## src/rtl/confreg_pkg.sv

```systemverilog
// +----------------------------------------------------------------------+
// | confreg_pkg : address map, window constants and reset values for    |
// |               the confreg slave.  Rev 1.0                            |
// +----------------------------------------------------------------------+
`default_nettype none
`ifndef XLEN
`define XLEN 32
`endif

package confreg_pkg;

  localparam logic [31:0] CONF_ADDR_BASE = 32'hFFFF_0000;
  localparam logic [31:0] CONF_ADDR_MASK = 32'hFFFF_0000;

  localparam logic [15:0] LED_OFF     = 16'h8000;
  localparam logic [15:0] NUM_OFF     = 16'h8010;
  localparam logic [15:0] SWITCH_OFF  = 16'h8020;
  localparam logic [15:0] BTN_OFF     = 16'h8024;
  localparam logic [15:0] TIMER_OFF   = 16'hE000;
  localparam logic [15:0] TCMP_OFF    = 16'hE004;
  localparam logic [15:0] IRQ_OFF     = 16'hE008;
  localparam logic [15:0] SIMU_OFF    = 16'hF000;
  localparam logic [15:0] IO_SIMU_OFF = 16'hFFEC;
  localparam logic [15:0] TRACE_OFF   = 16'hFFF0;
  localparam logic [15:0] MONITOR_OFF = 16'hFFF4;

  localparam logic OPEN_TRACE_RST  = 1'b1;
  localparam logic NUM_MONITOR_RST = 1'b1;

  // Full in-window address of a register offset.
  function automatic logic [31:0] win_addr(input logic [15:0] off);
    return CONF_ADDR_BASE | {16'h0000, off};
  endfunction

  // Byte-lane merge: lanes with wen set take wdata, the rest keep old.
  function automatic logic [31:0] merge_bytes(input logic [31:0] old,
                                              input logic [31:0] wdata,
                                              input logic [3:0]  wen);
    logic [31:0] r;
    r = old;
    for (int i = 0; i < 4; i++) begin
      if (wen[i]) r[8*i +: 8] = wdata[8*i +: 8];
    end
    return r;
  endfunction

endpackage

`default_nettype wire

```

## src/rtl/confreg_sync2.sv

```systemverilog
// +----------------------------------------------------------------------+
// | confreg_sync2 : two-flop synchronizer for asynchronous board inputs. |
// |                 Rev 1.0                                              |
// +----------------------------------------------------------------------+
`default_nettype none

module confreg_sync2 #(
  parameter int WIDTH = 8
) (
  input  logic             clk,
  input  logic             rst,
  input  logic [WIDTH-1:0] i_d,
  output logic [WIDTH-1:0] o_q
);

  logic [WIDTH-1:0] r_meta;
  logic [WIDTH-1:0] r_sync;

  always_ff @(posedge clk) begin
    if (rst) begin
      r_meta <= '0;
      r_sync <= '0;
    end else begin
      r_meta <= i_d;
      r_sync <= r_meta;
    end
  end

  assign o_q = r_sync;

endmodule

`default_nettype wire

```

## src/rtl/sirv_gnrl_dfflr.sv

```systemverilog
// +----------------------------------------------------------------------+
// | sirv_gnrl_dfflr : load-enabled register with synchronous reset to   |
// |                   a parameterised value.  Rev 1.0                    |
// +----------------------------------------------------------------------+
`default_nettype none

module sirv_gnrl_dfflr #(
  parameter int             DW      = 32,
  parameter logic [DW-1:0]  RST_VAL = '0
) (
  input  logic          clk,
  input  logic          rst,
  input  logic          i_lden,
  input  logic [DW-1:0] i_dnxt,
  output logic [DW-1:0] o_qout
);

  logic [DW-1:0] r_q;

  always_ff @(posedge clk) begin
    if (rst) begin
      r_q <= RST_VAL;
    end else if (i_lden) begin
      r_q <= i_dnxt;
    end
  end

  assign o_qout = r_q;

endmodule

`default_nettype wire

```

## src/rtl/confreg_slave.sv

```systemverilog
// +----------------------------------------------------------------------+
// | confreg_slave : conf_* slave for the 0xffff_0000 window: board I/O,  |
// |                 timer with compare IRQ, simulation control.  Rev 1.0 |
// +----------------------------------------------------------------------+
`default_nettype none
`ifndef XLEN
`define XLEN 32
`endif

module confreg_slave
  import confreg_pkg::*;
#(
  parameter logic SIMU  = 1'b0,
  parameter int   SW_W  = 8,
  parameter int   BTN_W = 4
) (
  input  logic              clk,
  input  logic              reset,
  input  logic              conf_en,
  input  logic [3:0]        conf_wen,
  input  logic [`XLEN-1:0]  conf_addr,
  input  logic [`XLEN-1:0]  conf_wdata,
  output logic [`XLEN-1:0]  conf_rdata,
  output logic [15:0]       led,
  output logic [31:0]       num_data,
  input  logic [SW_W-1:0]   switch_in,
  input  logic [BTN_W-1:0]  btn_in,
  output logic              timer_irq,
  output logic              open_trace,
  output logic              num_monitor
);

  logic [31:0]      w_addr;
  logic             w_rd;
  logic             w_wr;
  logic [31:0]      w_wr_old;
  logic [31:0]      w_merged;
  logic [31:0]      w_rd_val;
  logic [31:0]      w_timer;
  logic [31:0]      w_timer_inc;
  logic [31:0]      w_timer_nxt;
  logic [31:0]      w_tcmp;
  logic [31:0]      w_io_simu;
  logic [SW_W-1:0]  w_sw_sync;
  logic [BTN_W-1:0] w_btn_sync;
  logic             w_irq_clr;
  logic             w_irq_nxt;

  // Upper address bits are not decoded: fold every address into the window.
  assign w_addr = (conf_addr & ~CONF_ADDR_MASK) | CONF_ADDR_BASE;
  assign w_rd   = conf_en && (conf_wen == 4'b0000);
  assign w_wr   = conf_en && (conf_wen != 4'b0000);

  assign w_timer_inc = w_timer + 32'd1;

  // Pre-write value of the addressed register; the timer merges into its increment.
  always_comb begin
    w_wr_old = '0;
    case (w_addr)
      win_addr(LED_OFF):     w_wr_old = 32'(led);
      win_addr(NUM_OFF):     w_wr_old = num_data;
      win_addr(TIMER_OFF):   w_wr_old = w_timer_inc;
      win_addr(TCMP_OFF):    w_wr_old = w_tcmp;
      win_addr(IO_SIMU_OFF): w_wr_old = w_io_simu;
      win_addr(TRACE_OFF):   w_wr_old = 32'(open_trace);
      win_addr(MONITOR_OFF): w_wr_old = 32'(num_monitor);
      default:               w_wr_old = '0;
    endcase
  end

  assign w_merged = merge_bytes(w_wr_old, conf_wdata, conf_wen);

  always_comb begin
    w_rd_val = '0;
    case (w_addr)
      win_addr(LED_OFF):     w_rd_val = 32'(led);
      win_addr(NUM_OFF):     w_rd_val = num_data;
      win_addr(SWITCH_OFF):  w_rd_val = 32'(w_sw_sync);
      win_addr(BTN_OFF):     w_rd_val = 32'(w_btn_sync);
      win_addr(TIMER_OFF):   w_rd_val = w_timer;
      win_addr(TCMP_OFF):    w_rd_val = w_tcmp;
      win_addr(IRQ_OFF):     w_rd_val = 32'(timer_irq);
      win_addr(SIMU_OFF):    w_rd_val = 32'(SIMU);
      win_addr(IO_SIMU_OFF): w_rd_val = {w_io_simu[15:0], w_io_simu[31:16]};
      win_addr(TRACE_OFF):   w_rd_val = 32'(open_trace);
      win_addr(MONITOR_OFF): w_rd_val = 32'(num_monitor);
      default:               w_rd_val = '0;
    endcase
  end

  assign w_timer_nxt = (w_wr && (w_addr == win_addr(TIMER_OFF))) ? w_merged : w_timer_inc;

  // Clear beats a simultaneous compare hit.
  assign w_irq_clr = w_wr && ((w_addr == win_addr(TCMP_OFF)) ||
                              ((w_addr == win_addr(IRQ_OFF)) && conf_wen[0] && conf_wdata[0]));
  assign w_irq_nxt = !w_irq_clr && (timer_irq || (w_timer == w_tcmp));

  sirv_gnrl_dfflr #(.DW(16)) u_led (
    .clk(clk), .rst(reset),
    .i_lden(w_wr && (w_addr == win_addr(LED_OFF))),
    .i_dnxt(w_merged[15:0]), .o_qout(led)
  );

  sirv_gnrl_dfflr #(.DW(32)) u_num (
    .clk(clk), .rst(reset),
    .i_lden(w_wr && (w_addr == win_addr(NUM_OFF))),
    .i_dnxt(w_merged), .o_qout(num_data)
  );

  sirv_gnrl_dfflr #(.DW(32)) u_timer (
    .clk(clk), .rst(reset),
    .i_lden(1'b1), .i_dnxt(w_timer_nxt), .o_qout(w_timer)
  );

  sirv_gnrl_dfflr #(.DW(32)) u_tcmp (
    .clk(clk), .rst(reset),
    .i_lden(w_wr && (w_addr == win_addr(TCMP_OFF))),
    .i_dnxt(w_merged), .o_qout(w_tcmp)
  );

  sirv_gnrl_dfflr #(.DW(1)) u_irq (
    .clk(clk), .rst(reset),
    .i_lden(1'b1), .i_dnxt(w_irq_nxt), .o_qout(timer_irq)
  );

  sirv_gnrl_dfflr #(.DW(32)) u_io_simu (
    .clk(clk), .rst(reset),
    .i_lden(w_wr && (w_addr == win_addr(IO_SIMU_OFF))),
    .i_dnxt(w_merged), .o_qout(w_io_simu)
  );

  sirv_gnrl_dfflr #(.DW(1), .RST_VAL(OPEN_TRACE_RST)) u_trace (
    .clk(clk), .rst(reset),
    .i_lden(w_wr && (w_addr == win_addr(TRACE_OFF))),
    .i_dnxt(w_merged[0]), .o_qout(open_trace)
  );

  sirv_gnrl_dfflr #(.DW(1), .RST_VAL(NUM_MONITOR_RST)) u_monitor (
    .clk(clk), .rst(reset),
    .i_lden(w_wr && (w_addr == win_addr(MONITOR_OFF))),
    .i_dnxt(w_merged[0]), .o_qout(num_monitor)
  );

  sirv_gnrl_dfflr #(.DW(32)) u_rdata (
    .clk(clk), .rst(reset),
    .i_lden(w_rd), .i_dnxt(w_rd_val), .o_qout(conf_rdata)
  );

  confreg_sync2 #(.WIDTH(SW_W)) u_sw_sync (
    .clk(clk), .rst(reset), .i_d(switch_in), .o_q(w_sw_sync)
  );

  confreg_sync2 #(.WIDTH(BTN_W)) u_btn_sync (
    .clk(clk), .rst(reset), .i_d(btn_in), .o_q(w_btn_sync)
  );

endmodule

`default_nettype wire

```

## config.mk

```make
export PLATFORM = sky130hd
export DESIGN_NAME = confreg_slave
export DESIGN_NICKNAME = d
export VERILOG_FILES = /design/src/rtl/confreg_pkg.sv /design/src/rtl/confreg_sync2.sv /design/src/rtl/sirv_gnrl_dfflr.sv /design/src/rtl/confreg_slave.sv
export SDC_FILE = /design/constraint.sdc
export NUM_CORES = 1
export LEC_CHECK = 0
export CORE_ASPECT_RATIO = 1.5
export CORE_MARGIN = 2
export CORE_UTILIZATION = 50
export DETAILED_ROUTE_END_ITERATION = 8
export PLACE_DENSITY = 0.82
export SYNTH_ARGS = -nofsm -noshare
export SYNTH_HDL_FRONTEND = slang
export SYNTH_SLANG_ARGS = --single-unit
```

## constraint.sdc

```tcl
create_clock -name clk -period 5.15 [get_ports clk]
set_clock_uncertainty 0.2 [all_clocks]
set_input_delay 1.545 -clock clk [delete_from_list [all_inputs] [get_ports clk]]
set_output_delay 1.545 -clock clk [all_outputs]
set_load 0.02 [all_outputs]
```

## Word level (Yosys, flattened, before mapping)

Index checks and enable logic that the tools add are counted.

- Bits in registers: 203
- Bits in latches: 0
- Bits in writable memories: 0
- Bits in read-only memories: 0
- Input port bits: 83
- Output and inout port bits: 83
- Word-level logic and storage cells: 50
- Memories: 0

- Add/sub/neg operators: 1
- Multipliers: 0
- Divide/modulo/power cells: 0
- Magnitude comparators: 0
- Eq/ne operators: 11
- Shifts and indexed selects: 0
- Mux-type cells: 7
- Bitwise operators: 0
- Reduce and logical (&&, ||, !) cells: 18

Operator list:

| operator | number |
|---|---|
| $pmux W32 S10 | 1 |
| $pmux W32 S7 | 1 |
| $eq A16 B16 Y1 const B | 10 |
| $add A32 B1 Y32 const B | 1 |
| $eq A32 B32 Y1 | 1 |
| $mux W32 | 1 |
| $mux W8 | 4 |
| $logic_and A1 B1 Y1 | 13 |
| $logic_not A4 Y1 | 1 |
| $reduce_bool A4 Y1 | 1 |
| $logic_or A1 B1 Y1 | 2 |
| $logic_not A1 Y1 | 1 |

## Logic depth before layout (Yosys ltp)

- Word-level depth: 7
- Mapped depth: 11
- Depth with buffers taken out: 7

## Modules after synthesis

A second synthesis with hierarchy kept.

- Cells, all modules: 1188
- Area, all modules: 10834.1 um^2

Modules (own cells, without submodules):

| module | instances | cells each | area each (um^2) | seq. area each (um^2) |
|---|---|---|---|---|
| sirv_gnrl_dfflr (u_io_simu ...) | 5 | 103 | 1163.6 | 640.6 |
| confreg_slave | 1 | 563 | 3657.3 | 0.0 |
| sirv_gnrl_dfflr (u_led) | 1 | 52 | 580.6 | 320.3 |
| confreg_sync2 (u_sw_sync) | 1 | 33 | 464.2 | 320.3 |
| confreg_sync2 (u_btn_sync) | 1 | 16 | 210.2 | 160.2 |
| sirv_gnrl_dfflr (u_monitor ...) | 2 | 3 | 35.0 | 20.0 |
| sirv_gnrl_dfflr (u_irq) | 1 | 3 | 33.8 | 20.0 |

## Worst setup path after synthesis

No wires, ideal clock.

- Kind: input to register
- From: input conf_addr[4]
- To: register u_io_simu.r_q[27] (netlist: u_io_simu.o_qout[27])
- Library setup time: 0.096 ns
- Arrival: 3.971 ns
- Required time: 4.854 ns
- Setup slack: 0.884 ns
- Stages on the path: 9
- Buffers on the path: 3
- Path through: buf_6 -> or4_4 -> buf_6 -> or4_4 -> buf_6 -> or4_4 -> o31ai_4 -> nor3_2 -> o41ai_2

- Longest elaborated chain between the ends: 3
- Elaborated cells on any way between the ends: 10
- Classes of those cells: eq/ne: 7; mux: 2; reduce/logical: 1

Ends and longest elaborated chain:

| element | line | RTL |
|---|---|---|
| from (decl) | confreg_slave.sv:21 | `` input logic [`XLEN-1:0] conf_addr, `` |
| $eq A16 B16 Y1 (on tied branches) | confreg_slave.sv:59, confreg_slave.sv:128 |  |
| $pmux W32 S7 | confreg_slave.sv:59 | `case (w_addr)` |
| $mux W8 | confreg_pkg.sv:42 | `if (wen[i]) r[8*i +: 8] = wdata[8*i +: 8];` |
| to (signal assigned) | sirv_gnrl_dfflr.sv:24 | `r_q <= i_dnxt;` |
| to (decl) | sirv_gnrl_dfflr.sv:18 | `logic [DW-1:0] r_q;` |

Several ways; a longest one is shown, not always the timed one.
A chain may end at the register's enable or synchronous reset.

## Worst setup path in the final report

- From: input conf_addr[4]
- To: register u_io_simu.r_q[7] (netlist: u_io_simu.o_qout[7])

The elaborated chain is that of the path after synthesis.

==> flow_metrics.tcl <==
set metrics [dict create \
    chipHeight_um 175 \
    post-synth-top-area-fraction_pct 41.8 \
    hold_violation_total_from_the_final_report 0 \
    first_pass_iters 8 \
    worst_hold_path_type "register to register" \
    route.detailed.vias_per_inst 6.72 \
    timing_max_transition_violations_final 0 \
    worst_ir_drop_vdd_v 0.000271 \
    fin_ws_ns 0.735 \
    rr_worst_depth 7 \
    worstPathRequired_ns 5.38 \
    drt_drc_violations_left 0 \
    largest_net_degree_at_the_start_of_global_routing 66 \
    grt_setup_unrepaired "no" \
    antenna_cells_inserted 0 \
    holdPathStages 1 \
    cap_violations 0 \
    yosys.cell_types.count 64 \
    global_route.overflow_total 0 \
    cts_root_buf "sky130_fd_sc_hd__clkbuf_16" \
    clock_tree_from_tritoncts "built" \
    critical_path_peak_fanout 9 \
    yosysSeqAreaShare_pct 41.8 \
    worstReg2RegStart "u_timer.o_qout[0]$_SDFF_PP0_" \
    track_usage_pct 33.9 \
    ioPinCount 166 \
    max_clock_freq_mhz 226 \
    setup-tns-final_ns 0 \
    cts-root-to-sink-buffers 3 \
    numCtsBuffers 21 \
    timing.hold.worst_endpoint "u_sw_sync.o_q[1]$_SDFF_PP0_" \
    cts-resized-gates 0 \
    hold_path_startpoint "u_sw_sync.r_meta[1]$_SDFF_PP0_" \
    clk_pin_slew_worst_paths_ns 0.06 \
    core_area_um2 19200 \
    p_per_area_nw_per_um2 281 \
    max-slew-margin-rel_pct 26.5 \
    run_status "finished, final reports clean" \
    postCtsSetupRepairBufs 0 \
    cts.sinks 203 \
    wirelength_um 36000 \
    transition_time_at_the_pin_with_the_least_slew_margin_ns 1.10 \
    slack_of_the_worst_reg_to_reg_path_ns 1.55 \
    detail_route.iter0.violations 1667 \
    worst_setup_start_kind "input pin" \
    criticalPathCategory "input pin to register" \
    clock_tree.htree_level_count 1 \
    yosys_warnings 0 \
    period_share_pct 85.7 \
    grt_antenna_before_repair 0 \
    category_of_the_worst_setup_path_capture_point "register" \
    synth-edff-count 0 \
    postSynthAreaPerCell_um2 8.39 \
    place.detailed.hpwl_um 25000 \
    vias_in_the_first_global_route 10100 \
    synth.top_cells.by_area "sky130_fd_sc_hd__dfxtp_1, sky130_fd_sc_hd__nand2_1, sky130_fd_sc_hd__xnor2_1, sky130_fd_sc_hd__o21ai_0, sky130_fd_sc_hd__clkbuf_1" \
    postSynth.asyncResetShare_pct 0 \
    wl_met2_um 16900 \
    cts_hold_buffers 0 \
    grt_first_pass_wirelength_um 55400 \
    netlist_instances 1160 \
    portBuffers 149 \
    routed_vias 10300 \
    floorplan.rows 62 \
    route.met3.wl_um 3930 \
    postSynth.topFlopCell "sky130_fd_sc_hd__dfxtp_1" \
    area_enclosed_by_the_die_boundary_um2 20600 \
    critPathArrivalTime_ns 4.65 \
    dp_slack_ns 0.336 \
    share_of_post_route_cells_with_drive_strength_above_1_pct 9.03 \
    antenna_left 0 \
    start_util_pct 50.8 \
    postSynthRegisterBits 203 \
    timing.critical_path.from "conf_addr[4]" \
    worst_skew_pair.late_latency_ns 0.53 \
    wl_met1_um 12800 \
    detail_route.wl_per_cell_um 23.4 \
    top_layer_used "met4" \
    setup_viol 0 \
    flow.area_growth_from_synthesis_pct 26.0 \
    mappedNetlistArea_um2 9730 \
    total_number_of_nets_in_the_final_design 1353 \
    die_width_um 118 \
    gp_congestion 0.961 \
    timing.final.crit_period_ns 4.42 \
    syn_nets 1244 \
    final_cell_area_um2 12300 \
    placedInstanceArea_um2 11500 \
    critical_path.reg2reg.endpoint "u_tcmp.o_qout[14]$_SDFFE_PP0P_" \
    yosys.area.top_type "sky130_fd_sc_hd__dfxtp_1" \
    leakage_power_uw 0.00405 \
]
-- per-layer routing --
layer / up-vias / global-route usage (%)
met2: 812 / 56.1
met1: 4781 / 41.4
li1: 4594 / -
met5: - / 0
met4: 0 / 20.7
met3: 161 / 5.16
-- placed cells by master (no fill, tap or decap), types with 5 or more instances in the layout --
cell type                         instances
sky130_fd_sc_hd__dfxtp_1                203
sky130_fd_sc_hd__clkdlybuf4s50_1        148
sky130_fd_sc_hd__nand2_1                120
sky130_fd_sc_hd__o21ai_0                 75
sky130_fd_sc_hd__nand3_1                 70
sky130_fd_sc_hd__a21oi_1                 70
sky130_fd_sc_hd__a22oi_1                 48
sky130_fd_sc_hd__xnor2_1                 47
sky130_fd_sc_hd__nor2_1                  46
sky130_fd_sc_hd__buf_4                   42
sky130_fd_sc_hd__nor2b_1                 34
sky130_fd_sc_hd__o22ai_1                 32
sky130_fd_sc_hd__o31ai_1                 31
sky130_fd_sc_hd__nor4_1                  25
sky130_fd_sc_hd__a31oi_1                 23
sky130_fd_sc_hd__o41ai_1                 23
sky130_fd_sc_hd__nand4_1                 22
sky130_fd_sc_hd__clkbuf_16               21
sky130_fd_sc_hd__or3_1                   16
sky130_fd_sc_hd__xor2_1                  13
sky130_fd_sc_hd__nor3_1                  12
sky130_fd_sc_hd__a211oi_1                11
sky130_fd_sc_hd__or4_1                    8
sky130_fd_sc_hd__inv_1                    8
sky130_fd_sc_hd__o221a_2                  8
sky130_fd_sc_hd__and3_1                   7
sky130_fd_sc_hd__and2_1                   7
sky130_fd_sc_hd__a221o_1                  7
sky130_fd_sc_hd__a222oi_1                 7
sky130_fd_sc_hd__clkbuf_8                 7
sky130_fd_sc_hd__a32oi_1                  5
sky130_fd_sc_hd__nor4_2                   5
sky130_fd_sc_hd__a221oi_1                 5
sky130_fd_sc_hd__o221ai_1                 5
-- Yosys cell counts (11+ instances only) --
cell                       instances
sky130_fd_sc_hd__xor2_1           13
sky130_fd_sc_hd__clkbuf_1         97
sky130_fd_sc_hd__nor2_1           46
sky130_fd_sc_hd__nor4_1           30
sky130_fd_sc_hd__a31oi_1          23
sky130_fd_sc_hd__a21oi_1          71
sky130_fd_sc_hd__o31ai_1          31
sky130_fd_sc_hd__o41ai_1          23
sky130_fd_sc_hd__nand2_1         120
sky130_fd_sc_hd__or3_1            16
sky130_fd_sc_hd__a22oi_1          48
sky130_fd_sc_hd__a211oi_1         11
sky130_fd_sc_hd__o22ai_1          32
sky130_fd_sc_hd__xnor2_1          47
sky130_fd_sc_hd__dfxtp_1         203
sky130_fd_sc_hd__o21ai_0          75
sky130_fd_sc_hd__nand4_1          22
sky130_fd_sc_hd__nand3_1          70
sky130_fd_sc_hd__nor2b_1          34
sky130_fd_sc_hd__nor3_1           12
-- stage by stage --
| step | total power (uW) | hold WS (ns) | util, % | cells |
|---|---|---|---|---|
| after global routing | 3520 | 0.254 | 64.0 | 1540 |
| after floorplan | 1740 | 0.214 | - | 1160 |
| after CTS | 3430 | 0.235 | 64.0 | 1540 |
| after global placement | 1850 | 0.220 | 60.2 | 1502 |
| after detailed placement | 1860 | 0.221 | 60.2 | 1502 |
| final | 3440 | 0.236 | 64.0 | 1540 |
-- worst max-delay path by stage --
stage	cells after the start	slack, ns	endpoint
global placement	8	0.38	u_io_simu.o_qout[7]$_SDFFE_PP0P_
global route	8	0.65	u_timer.o_qout[8]$_SDFF_PP0_
detailed placement	8	0.34	u_io_simu.o_qout[7]$_SDFFE_PP0P_
finish	8	0.73	u_io_simu.o_qout[7]$_SDFFE_PP0P_
CTS	8	0.84	u_io_simu.o_qout[7]$_SDFFE_PP0P_
floorplan	9	0.88	u_io_simu.o_qout[27]$_SDFFE_PP0P_
-- state kept, by name, summed over array words and instances, names as in the netlist --
register and count:
u_btn_sync.o_q 4, u_num.o_qout 32, u_led.o_qout 16, u_rdata.o_qout 32, u_irq.o_qout 1, u_io_simu.o_qout 32, u_sw_sync.r_meta 8, u_tcmp.o_qout 32
u_trace.o_qout 1, u_timer.o_qout 32, u_sw_sync.o_q 8, u_monitor.o_qout 1, u_btn_sync.r_meta 4
-- kinds of logic (layout without fill, tap and decap cells) --
family,after synthesis,after routing,share of synthesized area [%]
DFF,203,203,41.8
adders and majority gates,1,1,0.129
buffers and inverters,118,242,4.79
and+or+nand+nor,393,393,20.7
muxes,6,6,0.668
AOI/OAI and AO/OA,379,379,26.6
xor gates and xnor gates,60,60,5.40
-- cell type report --
class,count,area (um2)
clock buffer,30,629
clock inverter,8,96.3
fill,1623,6900
inverter,11,41.3
multi-input combinational,839,5260
sequential,203,4060
tap,256,320
timing repair buffer,193,1860
-- power by group --
group          switching, uW  internal, uW  total, uW
registers               11.6          1590       1600
logic                    135          94.9        230
clock network            662           951       1610
total                    808          2630       3440
-- worst max-delay path, cell delays in order --
cell	delay, ns
sky130_fd_sc_hd__clkdlybuf4s50_1	0.64
sky130_fd_sc_hd__or4b_2	0.73
sky130_fd_sc_hd__nor4_4	0.69
sky130_fd_sc_hd__buf_4	0.28
sky130_fd_sc_hd__a22oi_1	0.14
sky130_fd_sc_hd__nand3_1	0.12
sky130_fd_sc_hd__o22ai_1	0.20
sky130_fd_sc_hd__o31ai_1	0.29
No activity file was read; power rests on OpenSTA's default activity.
